$ cat src/rtl/hpdmc_dly_seq.sv
// IODELAY2 tap-control sequencer: expands tap commands into spaced strobes.
// Optional HPDMC_DLY_SEQ_AUTOCAL_EN runs CAL then RST after reset.
module hpdmc_dly_seq #(
  parameter int TAP_W    = 8,
  parameter int TAP_MAX  = 255,
  parameter int GAP      = 4,
  parameter int CAL_WAIT = 32
) (
  input  logic             sys_clk,
  input  logic             sys_rst_n,
  input  logic             cmd_valid,
  output logic             cmd_ready,
  input  logic [1:0]       cmd_op,
  input  logic [5:0]       cmd_count,
  output logic             idelay_rst,
  output logic             idelay_cal,
  output logic             idelay_ce,
  output logic             idelay_inc,
  output logic [TAP_W-1:0] tap,
  output logic             sat,
  output logic             done
);

  localparam int WMAX = (GAP > CAL_WAIT) ? GAP : CAL_WAIT;
  localparam int WW   = $clog2(WMAX + 1);

  typedef enum logic [1:0] {
    S_IDLE, S_STROBE, S_GAP, S_CALW
  } state_t;

  typedef enum logic [1:0] {
    OP_RST, OP_CAL, OP_INC, OP_DEC
  } op_t;

  state_t           state, state_n;
  op_t              op, start_op;
  logic [5:0]       steps, start_steps;
  logic [WW-1:0]    wcnt;
  logic [TAP_W-1:0] tap_q;
  logic             sat_q, zdone;
  logic             start, zero, accept;
  logic             wz, step_ok, is_step;
  logic             auto_cal, auto_rst;

`ifdef HPDMC_DLY_SEQ_AUTOCAL_EN
  always_ff @(posedge sys_clk or negedge sys_rst_n) begin
    if (!sys_rst_n) begin
      auto_cal <= 1'b1;
      auto_rst <= 1'b1;
    end else begin
      if (state == S_IDLE) auto_cal <= 1'b0;
      if (state == S_CALW && wz) auto_rst <= 1'b0;
    end
  end
`else
  assign auto_cal = 1'b0;
  assign auto_rst = 1'b0;
`endif

  assign wz        = (wcnt == '0);
  assign cmd_ready = (state == S_IDLE) && !auto_cal;
  assign accept    = cmd_valid && cmd_ready;
  assign is_step   = (op == OP_INC) || (op == OP_DEC);

  always_comb begin
    step_ok = 1'b1;
    if (op == OP_INC) step_ok = (tap_q < TAP_W'(TAP_MAX));
    if (op == OP_DEC) step_ok = (tap_q != '0);
  end

  // Strobes decode straight from state so an async reset kills them at once.
  assign idelay_rst = (state == S_STROBE) && (op == OP_RST);
  assign idelay_cal = (state == S_STROBE) && (op == OP_CAL);
  assign idelay_ce  = (state == S_STROBE) && is_step && step_ok;
  assign idelay_inc = (state != S_IDLE) && (op == OP_INC);
  assign tap        = tap_q;
  assign sat        = sat_q;

  always_comb begin
    done = zdone;
    if (state == S_GAP && wz && steps == '0 && op != OP_CAL)
      done = 1'b1;
    if (state == S_CALW && wz && !auto_rst)
      done = 1'b1;
  end

  always_comb begin
    state_n  = state;
    start    = 1'b0;
    start_op = op_t'(cmd_op);
    unique case (state)
      S_IDLE: begin
        if (auto_cal) begin
          start    = 1'b1;
          start_op = OP_CAL;
        end else if (accept) begin
          start = 1'b1;
        end
      end
      S_STROBE: state_n = S_GAP;
      S_GAP: begin
        if (wz) begin
          if (steps != '0)       state_n = S_STROBE;
          else if (op == OP_CAL) state_n = S_CALW;
          else                   state_n = S_IDLE;
        end
      end
      S_CALW: begin
        if (wz) begin
          if (auto_rst) begin
            start    = 1'b1;
            start_op = OP_RST;
          end else begin
            state_n = S_IDLE;
          end
        end
      end
      default: state_n = S_IDLE;
    endcase
    start_steps = cmd_count;
    if (start_op == OP_RST || start_op == OP_CAL)
      start_steps = 6'd1;
    zero = start && (start_steps == '0);
    if (start) state_n = zero ? S_IDLE : S_STROBE;
  end

  always_ff @(posedge sys_clk or negedge sys_rst_n) begin
    if (!sys_rst_n) state <= S_IDLE;
    else            state <= state_n;
  end

  always_ff @(posedge sys_clk or negedge sys_rst_n) begin
    if (!sys_rst_n) begin
      op    <= OP_RST;
      steps <= '0;
      wcnt  <= '0;
      tap_q <= '0;
      sat_q <= 1'b0;
      zdone <= 1'b0;
    end else begin
      zdone <= zero;
      if (start) begin
        op    <= start_op;
        steps <= start_steps;
      end
      unique case (state)
        S_STROBE: begin
          steps <= steps - 6'd1;
          wcnt  <= WW'(GAP - 1);
          if (op == OP_RST) begin
            tap_q <= '0;
            sat_q <= 1'b0;
          end else if (is_step && !step_ok) begin
            sat_q <= 1'b1;
          end else if (op == OP_INC) begin
            tap_q <= tap_q + TAP_W'(1);
          end else if (op == OP_DEC) begin
            tap_q <= tap_q - TAP_W'(1);
          end
        end
        S_GAP: begin
          if (!wz)                wcnt <= wcnt - WW'(1);
          else if (steps == '0)   wcnt <= WW'(CAL_WAIT - 1);
        end
        S_CALW: if (!wz) wcnt <= wcnt - WW'(1);
        default: ;
      endcase
    end
  end

endmodule

$ cat config.mk
export PLATFORM = sky130hd
export DESIGN_NAME = hpdmc_dly_seq
export DESIGN_NICKNAME = d
export VERILOG_FILES = /design/src/rtl/hpdmc_dly_seq.sv
export SDC_FILE = /design/constraint.sdc
export NUM_CORES = 1
export LEC_CHECK = 0
export ABC_AREA = 1
export CORE_MARGIN = 4
export CORE_UTILIZATION = 25
export DETAILED_ROUTE_END_ITERATION = 16
export PLACE_DENSITY = 0.4
export SYNTH_ARGS = -nofsm -noshare
export SYNTH_HDL_FRONTEND = slang
export SYNTH_SLANG_ARGS = --single-unit
$ cat constraint.sdc
create_clock -name sys_clk -period 3.5 [get_ports sys_clk]
set_input_delay 0.7 -clock sys_clk [delete_from_list [all_inputs] [get_ports sys_clk]]
set_output_delay 0.7 -clock sys_clk [all_outputs]
set_load 0.1 [all_outputs]
==> results.yml <==
grt:
  grt_max_degree: 27
  overflow: 0
  grt_pass1_wl_um: 8110
  grtUsageTotal_pct: 11.4
  grt_pass1_vias: 1680
  antenna_found_initial: 0
yosys:
  ys_ff_latch: 26
  synth.top_cell.area_share_pct: 34.2
  synth.avg_cell_area_sq_um: 7.15
  yosysWarnings: 0
  synth_common_cells: "nand2_1, inv_1, nor2_1, dfrtp_1, nand3_1"
  synthArstFlopShare_pct: 100
  synth_cells: 266
  yosysUniqueCellTypes: 28
  syn_area_sq_um: 1900
  synth-edff-count: 0
  yosysTopAreaCell: "dfrtp_1"
  synthesis.nets: 290
  yosysSeqAreaShare_pct: 34.2
  synth_most_common_cell: "nand2_1"
  synth_flop_cell: "dfrtp_1"
  post_synth_main_area_contributors: "dfrtp_1, nand2_1, ha_1"
placed_design:
  post-place-cells: 387
  globalplace.congestion: 0.751
  hpwl_um: 3860
  dp_slack_ns: 1.00
  port_buffers: 25
clocking:
  cts_setup_buffers: 0
  cts.path.max_buffers: 2
  clk_latency_ns: 0.27
  cts.sinks: 26
  ctsHtreeMaxLevel: 1
  cts_hold_buf: 0
  clkTransAtPathRegs_ns: 0.09
  cts-root-buf: "clkbuf_8"
  cts_resized: 0
  cts_tree: "built"
  cts_buffers: 3
sta:
  fin_skew_ns: 0.00726
  hold_viol: 0
  tightest_slew_ns: 0.965
  worst_slack_ns: 0.738
  min_period_ns: 2.76
  setup_tns_ns: 0
  max_freq_ghz: 0.362
  setup_violations: 0
  rsz0062_at_grt: "no"
  slew_headroom_pct: 35.5
  finalMaxSlewViolations: 0
  fin_hold_ws_ns: 0.483
  fin_crit_sh_pct: 78.9
layout:
  stdcell_count: 390
  num_antenna_cells: 0
  synthToLayoutAreaGrowth_pct: 19.5
  drive_above_1_share_pct: 9.97
  nNetsFinal: 317
run:
  cap_violations: 0
detailed_routing:
  drtAntennaViolNets: 0
  drt_pre_antenna_iters: 6
  drc: 0
  vias_per_cell: 4.45
  vias: 1734
  wl_per_cell_um: 12.3
  first_iter_violations: 75
  wl_um: 4810
critical_path:
  cp_max_fo: 11
  r2r_setup_slack_ns: 1.55
  end_kind: "output port"
  cp-start-kind: "flop"
  required_ns: 2.80
  path_class: "flop to output port"
  worstSetupStartpoint: "state[1]"
  critPathArrivalTime_ns: 2.06
  r2r-start: "op[1]"
floorplanning:
  ios: 26
  std_cell_rows: 31
  die_h_um: 95.3
  core_sq_um: 7330
  die_w_um: 95.3
  die_area_sq_um: 9070
  initial_core_util_pct: 26.0
run_status:
  status: "complete, no violations"
worst_hold_path:
  hold_path_startpoint: "steps[0]"
  hp-class: "flop to flop"
## cells in the final DEF (no fill, tap or decap), types with 4 or more instances in the layout
master | synthesis | final
nand2_1 | 62 | 62
inv_1 | 39 | 39
nor2_1 | 27 | 27
nand3_1 | 26 | 26
dfrtp_1 | 26 | 26
o21ai_0 | 17 | 16
ha_1 | 13 | 13
clkdlybuf4s50_1 | 0 | 13
buf_4 | 1 | 13
a21oi_1 | 9 | 9
nand4_1 | 7 | 7
o21ai_1 | 4 | 5
xor2_1 | 4 | 4
## final timing paths
path                              to  cells past startpoint
min                         steps[0]                      1
min reg2reg                 steps[0]                      1
max in group asynchronous     tap[3]                      2
max reg2reg                   tap[6]                      9
max                        idelay_ce                      5
min in group asynchronous    wcnt[4]                      2
## sequential cells by signal (all words and copies together) (netlist names)
signal,flops
steps,6
sat,1
zdone,1
op,2
wcnt,6
tap,8
state,2
## area by class of cell
class	count	area, sq um
Tap cell	99	124
Fill cell	795	5060
Timing Repair Buffer	26	228
Clock buffer	3	41.3
Inverter	41	154
Multi-Input combinational cell	195	1080
Sequential cell	26	651
## per-stage QoR
step | utilization, % | instance area, sq um
after floorplan | - | 1900
after detailed placement | 30.4 | 2230
final | 31.0 | 2270
after CTS | 31.0 | 2270
after global routing | 31.0 | 2270
after global placement | 30.4 | 2230
## worst max-delay path, stage by stage, from the launching register on
cell and delay [ns]:
dfrtp_1 0.41, inv_1 0.10, ha_1 0.35, inv_1 0.25
nor2_2 0.32, buf_4 0.35
## routing by layer
metal	wire length (um)	track usage [%]	part of all wire, %
met3	175	2.53	3.6
met5	0	0	0
met1	2430	15.9	51
met4	24	1.80	0.50
met2	2180	18.2	45
## cell families (layout without fill, tap and decap cells)
family / Yosys count / after routing / synth area share [%]
AO/OA/AOI/OAI: 39 / 39 / 11.4
XOR/XNOR: 6 / 6 / 2.76
adder cells (fa/ha/maj): 13 / 13 / 8.55
buffers and inverters: 45 / 70 / 9.27
flip-flops: 26 / 26 / 34.2
AND/OR/NAND/NOR: 137 / 137 / 33.9
Power is not shown: default switching activity piles up to over one toggle a cycle in this logic, so the estimate is an artifact.
